<file path="config.mk">
export PLATFORM = sky130hd
export DESIGN_NAME = result_frame_tx
export DESIGN_NICKNAME = d
export VERILOG_FILES = /design/src/rtl/result_frame_pkg.sv /design/src/rtl/result_frame_tx_uart_byte_tx.sv /design/src/rtl/result_frame_tx.sv
export SDC_FILE = /design/constraint.sdc
export NUM_CORES = 1
export LEC_CHECK = 0
export BUFFER_PORTS_ARGS = -buffer_cell sky130_fd_sc_hd__buf_2
export CORE_ASPECT_RATIO = 1.2
export CORE_UTILIZATION = 54
export CTS_BUF_LIST = sky130_fd_sc_hd__clkbuf_16
export CTS_CLUSTER_DIAMETER = 50
export CTS_CLUSTER_SIZE = 25
export DETAILED_ROUTE_END_ITERATION = 8
export HOLD_SLACK_MARGIN = 0.08
export PLACE_DENSITY = 0.76
export SLEW_MARGIN = 20
export SYNTH_ARGS = -nofsm -noshare
export SYNTH_HDL_FRONTEND = slang
export SYNTH_SLANG_ARGS = --single-unit
</file>
<file path="constraint.sdc">
create_clock -name clk -period 3.15 [get_ports clk]
set_input_delay 0.1575 -clock clk [delete_from_list [all_inputs] [get_ports clk]]
set_output_delay 0.1575 -clock clk [all_outputs]
set_load 0.02 [all_outputs]
</file>
<file path="src/rtl/result_frame_pkg.sv">
// Shared types and constants for the result frame UART transmitter.
// RESULT_TX_PARITY_EN adds the PARITY character state.
package result_frame_pkg;

  localparam logic [7:0] FRAME_TYPE  = 8'h01;
  localparam logic [7:0] FRAME_PARAM = 8'h02;
  localparam logic [2:0] FRAME1_LEN  = 3'd4;
  localparam logic [2:0] FRAME2_LEN  = 3'd5;

  // Signal-type codes produced by the judge block
  localparam logic [2:0] SIG_NONE    = 3'd0;
  localparam logic [2:0] SIG_AM      = 3'd1;
  localparam logic [2:0] SIG_FM      = 3'd2;
  localparam logic [2:0] SIG_ASK     = 3'd3;
  localparam logic [2:0] SIG_FSK     = 3'd4;
  localparam logic [2:0] SIG_PSK     = 3'd5;
  localparam logic [2:0] SIG_CW      = 3'd6;
  localparam logic [2:0] SIG_UNKNOWN = 3'd7;

  // Per-character bit-level states
  typedef enum logic [2:0] {
    ST_IDLE,
    ST_START,
    ST_DATA,
`ifdef RESULT_TX_PARITY_EN
    ST_PARITY,
`endif
    ST_STOP
  } tx_state_t;

  // Frame-level states
  typedef enum logic [1:0] {
    FR_IDLE,
    FR_SEND,
    FR_DONE
  } frame_state_t;

  typedef enum logic {
    SEL_TYPE,
    SEL_PARAM
  } frame_sel_t;

  typedef struct packed {
    frame_sel_t  sel;
    logic [2:0]  sig_type;
    logic [15:0] sig_param;
  } frame_req_t;

  function automatic logic [2:0] frame_last(input frame_sel_t sel);
    return (sel == SEL_TYPE) ? (FRAME1_LEN - 3'd1) : (FRAME2_LEN - 3'd1);
  endfunction

endpackage

</file>
<file path="src/rtl/result_frame_tx_uart_byte_tx.sv">
// One UART character per start: START, 8 data bits LSB first, optional even
// parity (RESULT_TX_PARITY_EN), STOP. done is high in the last STOP cycle.
module uart_byte_tx
  import result_frame_pkg::*;
#(
  parameter int CLKS_PER_BIT = 16
) (
  input  logic       clk,
  input  logic       rst_n,
  input  logic       start,
  input  logic [7:0] data,
  output logic       txd,
  output logic       done
);

  tx_state_t   state_q, state_d;
  logic [9:0]  cnt_q, cnt_d;
  logic [2:0]  bit_q, bit_d;
  logic [7:0]  shreg_q, shreg_d;
  logic        par_q, par_d;
  logic        txd_q, txd_d;
  logic        bit_end;

  assign bit_end = (cnt_q == 10'(CLKS_PER_BIT - 1));
  assign txd     = txd_q;

  always_ff @(posedge clk) begin
    if (!rst_n) begin
      state_q <= ST_IDLE;
      cnt_q   <= '0;
      bit_q   <= '0;
      shreg_q <= '0;
      par_q   <= 1'b0;
      txd_q   <= 1'b1;
    end else begin
      state_q <= state_d;
      cnt_q   <= cnt_d;
      bit_q   <= bit_d;
      shreg_q <= shreg_d;
      par_q   <= par_d;
      txd_q   <= txd_d;
    end
  end

  // txd is registered with the next state so the pin never glitches.
  always_comb begin
    state_d = state_q;
    cnt_d   = bit_end ? 10'd0 : cnt_q + 10'd1;
    bit_d   = bit_q;
    shreg_d = shreg_q;
    par_d   = par_q;
    txd_d   = txd_q;
    done    = 1'b0;
    case (state_q)
      ST_IDLE: begin
        cnt_d = '0;
        txd_d = 1'b1;
        if (start) begin
          state_d = ST_START;
          shreg_d = data;
          par_d   = ^data;
          txd_d   = 1'b0;
        end
      end
      ST_START: if (bit_end) begin
        state_d = ST_DATA;
        bit_d   = '0;
        txd_d   = shreg_q[0];
      end
      ST_DATA: if (bit_end) begin
        if (bit_q == 3'd7) begin
`ifdef RESULT_TX_PARITY_EN
          state_d = ST_PARITY;
          txd_d   = par_q;
`else
          state_d = ST_STOP;
          txd_d   = 1'b1;
`endif
        end else begin
          bit_d   = bit_q + 3'd1;
          shreg_d = {1'b0, shreg_q[7:1]};
          txd_d   = shreg_q[1];
        end
      end
`ifdef RESULT_TX_PARITY_EN
      ST_PARITY: if (bit_end) begin
        state_d = ST_STOP;
        txd_d   = 1'b1;
      end
`endif
      ST_STOP: if (bit_end) begin
        done = 1'b1;
        if (start) begin
          state_d = ST_START;
          shreg_d = data;
          par_d   = ^data;
          txd_d   = 1'b0;
        end else begin
          state_d = ST_IDLE;
        end
      end
      default: begin
        state_d = ST_IDLE;
        txd_d   = 1'b1;
      end
    endcase
  end

endmodule

</file>
<file path="src/rtl/result_frame_tx.sv">
// Sends the type (frame 1) or parameter (frame 2) result frame over UART on
// each accepted transmit_trigger. RESULT_TX_PARITY_EN selects 8E1 characters.
module result_frame_tx
  import result_frame_pkg::*;
#(
  parameter int         CLKS_PER_BIT = 16,
  parameter logic [7:0] HDR_BYTE     = 8'hA5
) (
  input  logic        clk,
  input  logic        rst_n,
  input  logic        meas_trigger,
  input  logic        transmit_trigger,
  input  logic [2:0]  sig_type,
  input  logic [15:0] sig_param,
  output logic        txd,
  output logic        busy,
  output logic        frame_done,
  output logic        trig_dropped
);

  frame_state_t fst_q, fst_d;
  frame_req_t   req_q, req_d;
  frame_sel_t   next_sel_q, next_sel_d, cur_sel;
  logic [2:0]   byte_q, byte_d, nidx;
  logic [7:0]   csum_q, csum_d, nxt_byte;
  logic         nxt_is_csum;
  logic         drop_q;
  logic         tx_start, tx_done;
  logic [7:0]   tx_data;

  uart_byte_tx #(.CLKS_PER_BIT(CLKS_PER_BIT)) u_byte (
    .clk   (clk),
    .rst_n (rst_n),
    .start (tx_start),
    .data  (tx_data),
    .txd   (txd),
    .done  (tx_done)
  );

  always_ff @(posedge clk) begin
    if (!rst_n) begin
      fst_q      <= FR_IDLE;
      req_q      <= '0;
      next_sel_q <= SEL_TYPE;
      byte_q     <= '0;
      csum_q     <= '0;
      drop_q     <= 1'b0;
    end else begin
      fst_q      <= fst_d;
      req_q      <= req_d;
      next_sel_q <= next_sel_d;
      byte_q     <= byte_d;
      csum_q     <= csum_d;
      // Anything not taken in IDLE is reported, including the DONE cycle.
      drop_q     <= transmit_trigger && (fst_q != FR_IDLE);
    end
  end

  assign busy         = (fst_q == FR_SEND);
  assign frame_done   = (fst_q == FR_DONE);
  assign trig_dropped = drop_q;

  // Byte that follows byte_q within the latched frame.
  always_comb begin
    nidx        = byte_q + 3'd1;
    nxt_is_csum = (nidx == frame_last(req_q.sel));
    nxt_byte    = 8'h00;
    if (nxt_is_csum) begin
      nxt_byte = csum_q;
    end else begin
      case (nidx)
        3'd1:    nxt_byte = (req_q.sel == SEL_TYPE) ? FRAME_TYPE : FRAME_PARAM;
        3'd2:    nxt_byte = (req_q.sel == SEL_TYPE) ? {5'b0, req_q.sig_type}
                                                    : req_q.sig_param[15:8];
        3'd3:    nxt_byte = req_q.sig_param[7:0];
        default: nxt_byte = 8'h00;
      endcase
    end
  end

  // meas_trigger rearms before the accept decision, so a same-cycle pair
  // sends frame 1.
  always_comb begin
    fst_d      = fst_q;
    req_d      = req_q;
    byte_d     = byte_q;
    csum_d     = csum_q;
    next_sel_d = meas_trigger ? SEL_TYPE : next_sel_q;
    cur_sel    = meas_trigger ? SEL_TYPE : next_sel_q;
    tx_start   = 1'b0;
    tx_data    = HDR_BYTE;
    case (fst_q)
      FR_IDLE: if (transmit_trigger) begin
        fst_d      = FR_SEND;
        req_d      = '{sel: cur_sel, sig_type: sig_type, sig_param: sig_param};
        next_sel_d = (cur_sel == SEL_TYPE) ? SEL_PARAM : SEL_TYPE;
        byte_d     = '0;
        csum_d     = '0;
        tx_start   = 1'b1;
        tx_data    = HDR_BYTE;
      end
      FR_SEND: if (tx_done) begin
        if (byte_q == frame_last(req_q.sel)) begin
          fst_d = FR_DONE;
        end else begin
          byte_d   = nidx;
          tx_start = 1'b1;
          tx_data  = nxt_byte;
          if (!nxt_is_csum) csum_d = csum_q + nxt_byte;
        end
      end
      FR_DONE: fst_d = FR_IDLE;
      default: fst_d = FR_IDLE;
    endcase
  end

endmodule

</file>
==> impl_metrics.tcl, run 1 <==
set metrics [dict create \
    multiInputGateArea_sq_um 2010 \
    rows 30 \
    hold_ws_ps 110 \
    synth_area_leaders "dfxtp_1 (37%), ha_1 (7.0%), nand2_1 (7.0%)" \
    start_util_pct 56.2 \
    place_area_sq_um 3490 \
    die_h_microns 86.4 \
    crit_fanout 6 \
    crit_slowest_cell "or3b_4" \
    maxCapViolations 0 \
    drive_gt1_share_pct 20.9 \
    num_antenna_cells 0 \
    cp_data_required_time_ps 3370 \
    wirelength_microns 8260 \
    dp_slack_ps -32.5 \
    status "completed" \
    final_common_cell "nand2_1" \
    clock.fmax_mhz 321 \
    io_buffers 26 \
    max_stage_delay_ps 410 \
    finalMaxSlewViolations 0 \
    die_w_microns 72.4 \
    synth-edff-count 0 \
    arrival_ps 3340 \
    finalPower_mw 2.37 \
    antenna_found_initial 0 \
    syn_nets 430 \
    cts_made_buffers 9 \
    finalNetCount 484 \
    cts-root-buf "clkbuf_16" \
    grt_pass1_wl_microns 13200 \
    skew_ps 7.02 \
    cts_buffer_depth 2 \
    globalplace.congestion 0.843 \
    fin_crit_sh_pct 99.0 \
    vias_per_cell 5.80 \
    grt_start_max_net_pins 43 \
    overflow 0 \
    synth_top_area_share_pct 36.8 \
    dp_hpwl_microns 5070 \
    synthCells 388 \
    die_area_sq_um 6250 \
    cp-end-kind "flip-flop" \
    final_area_sq_um 4130 \
    worstSkewPairLatency_ps 330 \
    rsz0062_at_grt "true" \
    route.vias.total 3052 \
    hold_viol 0 \
    synthFlopType "dfxtp_1" \
    wire_per_inst_microns 15.7 \
    clk_pin_slew_worst_paths_ps 50 \
    p_leak_nw 1.63 \
    avgSynthCellArea_sq_um 8.27 \
    setup_viol 0 \
    nFillCells 450 \
    min_path_type "input pin to flip-flop" \
    synth.distinct_cells 56 \
    first_pass_iters 5 \
    num_io_pins 27 \
    maxSlewHeadroom_pct 44.7 \
    cts.sinks 59 \
    drt_iter0_drc 241 \
    critPathKind "flip-flop to flip-flop" \
    ys_ff_latch 59 \
    grt_use_total_pct 27.6 \
    postLayoutCoreUtil_pct 72.4 \
    layout_common_cells "nand2_1 (60), dfxtp_1 (57), a21oi_1 (39)" \
    async_flop_share_pct 0 \
    timing.final.ws_setup_ps 30.5 \
    syn2layout_area_growth_pct 28.8 \
    coreArea_sq_um 5710 \
    ant_nets 0 \
    path_cells "inv_2 > ha_4 > or3b_4 > nor2b_4 > a22oi_2 > inv_2 > ha_4 > inv_4 > fa_2 > nor2b_1 > o31a_1 > o21a_1 > or3_1 > a41o_1" \
    critPathLaunchType "flip-flop" \
    drt_drc_violations_left 0 \
    cts_tree "yes" \
    grt_pass1_vias 2963 \
    yosysTopAreaCell "dfxtp_1" \
    syn_area_sq_um 3210 \
    max-vdd-ir-drop_mv 0.412 \
    yosys_warnings 0 \
    register_area_sq_um 1190 \
    power_density_nw_per_um2 573 \
    seq_area_frac_synth_pct 36.8 \
    worst_slew_pin_slew_ps 830 \
    cts-htree-levels 3 \
    fin_crit_ps 3120 \
]
==> cells in the mapped netlist, types with 3 or more instances <==
master / n
nand2_1: 60
dfxtp_1: 59
a21oi_1: 40
nor2_1: 28
clkbuf_1: 18
ha_1: 18
nand3_1: 12
inv_1: 11
o21ai_1: 9
a211oi_1: 8
a22oi_1: 8
mux2i_1: 8
xnor2_1: 8
nor2b_1: 7
nand4_1: 6
xor2_1: 6
buf_2: 5
nor3_1: 5
o21ai_0: 5
and2_1: 4
and3_1: 4
mux2_1: 4
nand2b_1: 4
o21a_1: 4
or3_1: 4
o2111ai_1: 3
==> repair_timing <==
action                                 in CTS  in global routing
hold buffers                               19                  0
endpoints found under the hold margin      19                  0
setup endpoints to repair                   1                  4
setup buffers                               0                  4
pin swaps                                   0                  6
gates resized for setup                     5                 21
==> area by class of cell <==
cell class / count / area share, %
sequential: 59 / 28.7
multi-input combinational: 293 / 48.6
clock inverter: 6 / 1.97
tap: 80 / 2.42
inverter: 12 / 1.15
clock buffer: 9 / 5.45
timing repair buffer: 67 / 11.7
==> registers in the layout, indices dropped and copies added (netlist names) <==
name	flops
next_sel_q	1
u_byte.bit_q	3
trig_dropped	1
u_byte.state_q	2
csum_q	8
u_byte.cnt_q	10
req_q	20
byte_q	3
fst_q	2
u_byte.txd	1
u_byte.shreg_q	8
==> per-stage QoR <==
| step | std cells | TNS [ps] |
|---|---|---|
| 2_1_floorplan | 388 | 0 |
| 3_3_place_gp | 488 | 0 |
| 3_5_place_dp | 488 | -32.5 |
| 4_1_cts | 522 | 0 |
| 5_1_grt | 526 | -66.1 |
| 6_report | 526 | 0 |
==> where the power goes <==
| group | internal [mW] | leakage, nW | switching (mW) |
|---|---|---|---|
| Sequential | 0.819 | 0.483 | 0.0461 |
| Combinational | 0.206 | 0.995 | 0.279 |
| Clock | 0.681 | 0.150 | 0.336 |
==> final timing paths <==
kind,start,to,slack [ps],cells after the start
hold reg to reg,u_byte.cnt_q[0],u_byte.cnt_q[0],450,1
setup reg to reg,byte_q[0],csum_q[6],30,14
setup / recovery,byte_q[0],csum_q[6],30,14
hold / removal,sig_param[2],req_q[2],110,3
==> critical path: cells and delay by family (launching register included) <==
| family | cells | cell delay [ps] |
|---|---|---|
| compound gates | 4 | 890 |
| fa+ha+maj | 3 | 630 |
| flops | 1 | 380 |
| simple gates | 4 | 920 |
| buf+inv | 3 | 180 |
==> cell families after synthesis <==
logic type	Yosys count	synth area share [%]
buffers and inverters	36	4.52
AO/OA/AOI/OAI	100	20.3
flip-flops	59	36.8
multiplexers	16	5.54
AND/OR/NAND/NOR	144	21.3
XOR/XNOR	14	3.82
adder cells (fa/ha/maj)	19	7.64
==> routing by layer <==
layer	vias to the layer above	global-route usage [%]	wire, microns
li1	1489	-	-
met1	1422	30.9	3390
met2	112	49.1	4130
met3	29	5.23	415
met4	0	14.3	328
met5	-	0	0
(Power assumes the default switching activity.)
==> run 2, diff against run 1 <==
--- a/config.mk
+++ b/config.mk
@@ -6,7 +6,7 @@
 export NUM_CORES = 1
 export LEC_CHECK = 0
 export BUFFER_PORTS_ARGS = -buffer_cell sky130_fd_sc_hd__buf_2
-export CORE_ASPECT_RATIO = 1.2
+export CORE_ASPECT_RATIO = 1.25
 export CORE_UTILIZATION = 54
 export CTS_BUF_LIST = sky130_fd_sc_hd__clkbuf_16
 export CTS_CLUSTER_DIAMETER = 50
==> run 2 against run 1 <==
  * Critical path depth fell by 3
  * The run now ends with design-rule violations left
  * Power rose by 3.4%
  * Global-route usage fell by 1.9 points
  * Final cell count fell by 2.7%
  * Largest cell class unchanged
  * Die area barely moved
  * Sequential share of layout area barely moved
  * Via count fell by 2.2%
  * Clock skew fell by 1.2 ps
==> impl_metrics.tcl, run 2 (synthesis gave the netlist of run 1 again) <==
set metrics [dict create \
    status "finished with violations" \
    violations "design-rule violations" \
    finalPower_mw 2.45 \
    die_area_sq_um 6260 \
    drive_gt1_share_pct 21.1 \
    p_clk_share_pct 44.9 \
    max-vdd-ir-drop_mv 0.441 \
    power_density_nw_per_um2 594 \
    hold_end "req_q[10]" \
    die_h_microns 88.2 \
    largest-register "req_q" \
    wirelength_microns 7920 \
    worst_slew_pin_slew_ps 785 \
    largest_reg_flops 20 \
    cts_made_buffers 9 \
    p_switching_uw 664 \
    io_buffers 26 \
    reg_top3 "req_q x20, u_byte.cnt_q x10" \
    die_w_microns 70.9 \
    cts-root-buf "clkbuf_16" \
    hp-start "sig_param[10]" \
    power_frac_comb_pct 19.7 \
    rows 31 \
    cp-end-kind "flip-flop" \
    cts-htree-levels 3 \
    hold_path_depth 3 \
    skew_ps 5.83 \
    swShare_pct 27.1 \
    cts_tree "yes" \
    clock.fmax_mhz 329 \
    critPathKind "flip-flop to flip-flop" \
    dp_hpwl_microns 5020 \
    coreArea_sq_um 5780 \
    overflow 0 \
    worstSkewPairLatency_ps 330 \
    crit_slowest_cell "or3b_4" \
    r2r-end "csum_q[6]" \
    grt_start_max_net_pins 43 \
    layout_common_cells "nand2_1 (60), dfxtp_1 (57), a21oi_1 (39)" \
    final_common_cell "nand2_1" \
    ant_nets 0 \
    num_io_pins 27 \
    num_antenna_cells 0 \
    crit_fanout 4 \
    cts.sinks 59 \
    vias_per_cell 5.83 \
    reg2reg_from "byte_q[0]" \
    grt_use_total_pct 25.7 \
    finalNetCount 483 \
    max_stage_delay_ps 400 \
    arrival_ps 3260 \
    reg2reg_slack_ps 110 \
    intPower_mw 1.78 \
    route.vias.total 2986 \
    start_util_pct 55.5 \
    grt_pass1_vias 2816 \
    path_cells "inv_2 > ha_4 > or3b_4 > mux2_4 > mux2_4 > ha_4 > o21a_1 > o31a_1 > o21a_1 > or3_1 > a41o_1" \
    drt_iter0_drc 170 \
    first_pass_iters 9 \
    cp_data_required_time_ps 3370 \
    postLayoutCoreUtil_pct 71.3 \
    syn2layout_area_growth_pct 28.5 \
    min_path_type "input pin to flip-flop" \
    fin_crit_sh_pct 96.5 \
    fin_crit_ps 3040 \
    seqPwrFrac_pct 35.4 \
    wire_per_inst_microns 15.5 \
    critPathLaunchType "flip-flop" \
    maxCapViolations 0 \
    antenna_found_initial 0 \
    globalplace.congestion 0.873 \
    maxSlewHeadroom_pct 47.7 \
    r2r_cells 11 \
    cts_buffer_depth 2 \
    clk_pin_slew_worst_paths_ps 50 \
    grt_pass1_wl_microns 12500 \
    finalMaxSlewViolations 0 \
    hold_viol 0 \
    setup_viol 0 \
    p_leak_nw 1.63 \
    drt_drc_violations_left 2 \
]
-- run 2: cell types whose count changed in the layout (fill, tap and decap cells not counted), moves of 2 or more --
cell,previous run,this run
inv_1,6,9
inv_2,5,3
ha_2,1,3
buf_4,22,20
buf_6,0,3
dlygate4sd3_1,19,17
-- run 2: routing by layer --
layer | routed length (microns) | GRT usage [%]
met5 | 0 | 0
met4 | 256 | 13.1
met3 | 319 | 6.21
met2 | 3950 | 46.4
met1 | 3390 | 28.0
-- run 2: critical path, delay by kind of cell (launching register included) --
family	cells	cell delay [ps]
fa+ha+maj	2	500
simple gates	2	710
buf+inv	1	50
flops	1	340
mux	2	650
compound gates	4	690
-- run 2: worst max path at each step --
stage                end  cells past startpoint      start  slack, ps
2_1_floorplan  csum_q[6]                     11  byte_q[1]         60
3_3_place_gp   csum_q[6]                     11  byte_q[1]        130
3_5_place_dp   csum_q[6]                     11  byte_q[0]         50
4_1_cts        csum_q[7]                     12  byte_q[0]         40
5_1_grt        csum_q[7]                     13  byte_q[0]         -8
6_report       csum_q[6]                     11  byte_q[0]        110
-- run 2: timing repair --
item                       CTS  global route
hold endpoints to repair    17             0
resized for setup            0            26
buffers inserted             0             6
hold buffers                17             0
setup endpoints to repair    0             4
-- run 2: cell type report --
type	count	area, sq um
clock buffers	9	225
clock inverters	7	106
fillers	424	1660
inverters	12	45.0
multi-input cells	293	2000
flip-flops and latches	59	1180
well taps	66	82.6
repair buffers	66	484
-- run 2: power groups by stage --
stage / logic (mW) / clock network (mW) / registers (mW)
detailed placement: 0.456 / 0 / 0.879
CTS: 0.477 / 1.11 / 0.865
global route: 0.540 / 1.14 / 0.872
finish: 0.483 / 1.10 / 0.867
floorplan: 0.345 / 0 / 0.872
global placement: 0.439 / 0 / 0.876
-- run 2: stage by stage --
| stage | setup TNS [ps] | hold slack [ps] | instances | cell area, sq um | setup WS [ps] |
|---|---|---|---|---|---|
| global route | -8.47 | 89.9 | 512 | 4120 | -8.47 |
| CTS | 0 | 80.4 | 506 | 3960 | 42.0 |
| detailed placement | 0 | 403 | 473 | 3460 | 51.6 |
| floorplan | 0 | 271 | 388 | 3220 | 62.2 |
| finish | 0 | 83.0 | 512 | 4120 | 111 |
| global placement | 0 | 398 | 473 | 3460 | 128 |
==> run 3, diff against run 2 <==
--- a/config.mk
+++ b/config.mk
@@ -5,15 +5,15 @@
 export SDC_FILE = /design/constraint.sdc
 export NUM_CORES = 1
 export LEC_CHECK = 0
-export BUFFER_PORTS_ARGS = -buffer_cell sky130_fd_sc_hd__buf_2
 export CORE_ASPECT_RATIO = 1.25
 export CORE_UTILIZATION = 54
 export CTS_BUF_LIST = sky130_fd_sc_hd__clkbuf_16
 export CTS_CLUSTER_DIAMETER = 50
 export CTS_CLUSTER_SIZE = 25
 export DETAILED_ROUTE_END_ITERATION = 8
+export DONT_BUFFER_PORTS = 1
 export HOLD_SLACK_MARGIN = 0.08
-export PLACE_DENSITY = 0.76
+export PLACE_DENSITY = 0.72
 export SLEW_MARGIN = 20
 export SYNTH_ARGS = -nofsm -noshare
 export SYNTH_HDL_FRONTEND = slang
==> run 3 against run 2 <==
  * The flow now finishes without violations
  * Hold slack worse by 0.57 ps
  * Setup slack worse by 95 ps
  * Largest cell class unchanged
  * Sequential share of layout area up 0.62 points
  * Highest routed layer unchanged
  * Sequential power up 0.7%
  * Non-clock buffer count down 14
  * Global-route usage up 0.47 points
  * Via count down 0.84%
  * Power down 7.4%
  * Final area down 2.0%
==> impl_metrics.tcl, run 3 (synthesis gave the netlist of run 1 again) <==
set metrics [dict create \
    timing.final.ws_setup_ps 16.0 \
    cp_data_required_time_ps 3370 \
    reg2reg_from "byte_q[0]" \
    p_switching_uw 652 \
    largest-register "req_q" \
    final_area_sq_um 4040 \
    first_pass_iters 7 \
    start_util_pct 55.5 \
    skew_ps 5.51 \
    dpl.cell_count 450 \
    critPathLaunchType "flip-flop" \
    status "completed" \
    die_h_microns 88.2 \
    cts-htree-levels 3 \
    syn2layout_area_growth_pct 25.9 \
    hp-start "rst_n" \
    intPower_mw 1.62 \
    fin_crit_sh_pct 99.5 \
    vias_per_cell 5.96 \
    cts_buffer_depth 2 \
    largest_reg_flops 20 \
    finalNonFillerCells 497 \
    ant_nets 0 \
    worstSkewPairLatency_ps 330 \
    die_area_sq_um 6260 \
    dp_slack_ps -0.758 \
    register_area_sq_um 1180 \
    clk_pin_slew_worst_paths_ps 50 \
    num_antenna_cells 0 \
    num_io_pins 27 \
    io_buffers 0 \
    cts-root-buf "clkbuf_16" \
    finalMaxSlewViolations 0 \
    rsz0062_at_grt "true" \
    clock.fmax_mhz 319 \
    cts_made_buffers 9 \
    multiInputGateArea_sq_um 1990 \
    grt_pass1_vias 2763 \
    final_common_cell "nand2_1" \
    swShare_pct 28.8 \
    hold_ws_ps 82.4 \
    route.vias.total 2961 \
    overflow 0 \
    drt_drc_violations_left 0 \
    cts_tree "yes" \
    grt_pass1_wl_microns 12400 \
    hold_end "u_byte.txd" \
    p_leak_nw 1.56 \
    power_density_nw_per_um2 561 \
    p_clk_share_pct 41.2 \
    layout_common_cells "nand2_1 (60), dfxtp_1 (58), a21oi_1 (39)" \
    finalNetCount 469 \
    cp-end-kind "flip-flop" \
    seqPwrFrac_pct 38.5 \
    r2r_cells 14 \
    hold_path_depth 3 \
    wirelength_microns 7960 \
    min_path_type "input pin to flip-flop" \
    antenna_found_initial 0 \
    maxSlewHeadroom_pct 48.1 \
    fin_crit_ps 3130 \
    coreArea_sq_um 5780 \
    power_frac_comb_pct 20.3 \
    reg2reg_slack_ps 20 \
    r2r-end "csum_q[6]" \
    crit_fanout 6 \
    grt_use_total_pct 26.1 \
    globalplace.congestion 0.874 \
    drive_gt1_share_pct 16.7 \
    maxCapViolations 0 \
    place_area_sq_um 3350 \
    setup_viol 0 \
    reg_top3 "req_q x20, u_byte.cnt_q x10" \
    grt_start_max_net_pins 25 \
    die_w_microns 70.9 \
    dp_hpwl_microns 4960 \
    max-vdd-ir-drop_mv 0.611 \
    worst_slew_pin_slew_ps 779 \
    nFillCells 445 \
    cts.sinks 59 \
    rows 31 \
    drt_iter0_drc 208 \
    wire_per_inst_microns 16.0 \
    hold_viol 0 \
    arrival_ps 3360 \
    critPathKind "flip-flop to flip-flop" \
]
## run 3: critical path, stage by stage (launching register included)
cell	delay, ps
dfxtp_4	380
inv_4	50
ha_4	260
or3b_4	400
nor2b_2	170
a22oi_2	190
inv_2	80
ha_4	170
inv_2	60
fa_2	210
nor2b_1	70
o31a_1	250
o21a_1	190
or3_1	370
a41o_1	180
## run 3: how the worst max path moves through the flow
stage	start	end	slack, ps	cells after the start
2_1_floorplan	byte_q[1]	csum_q[6]	60	11
3_3_place_gp	byte_q[0]	csum_q[6]	90	11
3_5_place_dp	byte_q[0]	csum_q[6]	-0.8	14
4_1_cts	byte_q[0]	csum_q[6]	2	11
5_1_grt	byte_q[1]	csum_q[7]	-130	13
6_report	byte_q[0]	csum_q[6]	20	14
## run 3: stage by stage
step                      power, mW  TNS, ps  util (%)
after floorplan                1.22        0         -
after global placement         1.30        0      58.0
after detailed placement       1.31   -0.758      58.0
after CTS                      2.27        0      67.0
after global routing           2.39     -281      69.9
final                          2.27        0      69.9
## run 3: area by class of cell
cell class,instances,area share [%]
Clock inverter,6,1.46
Tap cell,66,2.04
Clock buffer,9,5.57
Sequential cell,59,29.3
Timing Repair Buffer,52,11.2
Inverter,12,1.18
Multi-Input combinational cell,293,49.2
## run 3: per-layer routing
| metal | GRT usage [%] | part of all wire (%) | up-vias |
|---|---|---|---|
| met5 | 0 | 0 | - |
| met4 | 13.8 | 3.6 | 0 |
| met3 | 7.83 | 5.1 | 27 |
| li1 | - | - | 1456 |
| met2 | 44.4 | 48 | 89 |
| met1 | 29.7 | 44 | 1389 |
## run 3: repair_timing
action                                 4_1_cts  5_1_grt
endpoints found under the hold margin       29        0
resized for setup                            2       22
hold buffers                                23        0
pin swaps                                    0       11
setup endpoints to repair                    2        5
buffers inserted                             0        9
## run 3: power groups by stage
stage,Clock [mW],Combinational (mW),Sequential [mW]
floorplan,0,0.345,0.872
global placement,0,0.416,0.884
detailed placement,0,0.426,0.887
CTS,0.948,0.452,0.872
global route,0.985,0.521,0.880
finish,0.934,0.460,0.873
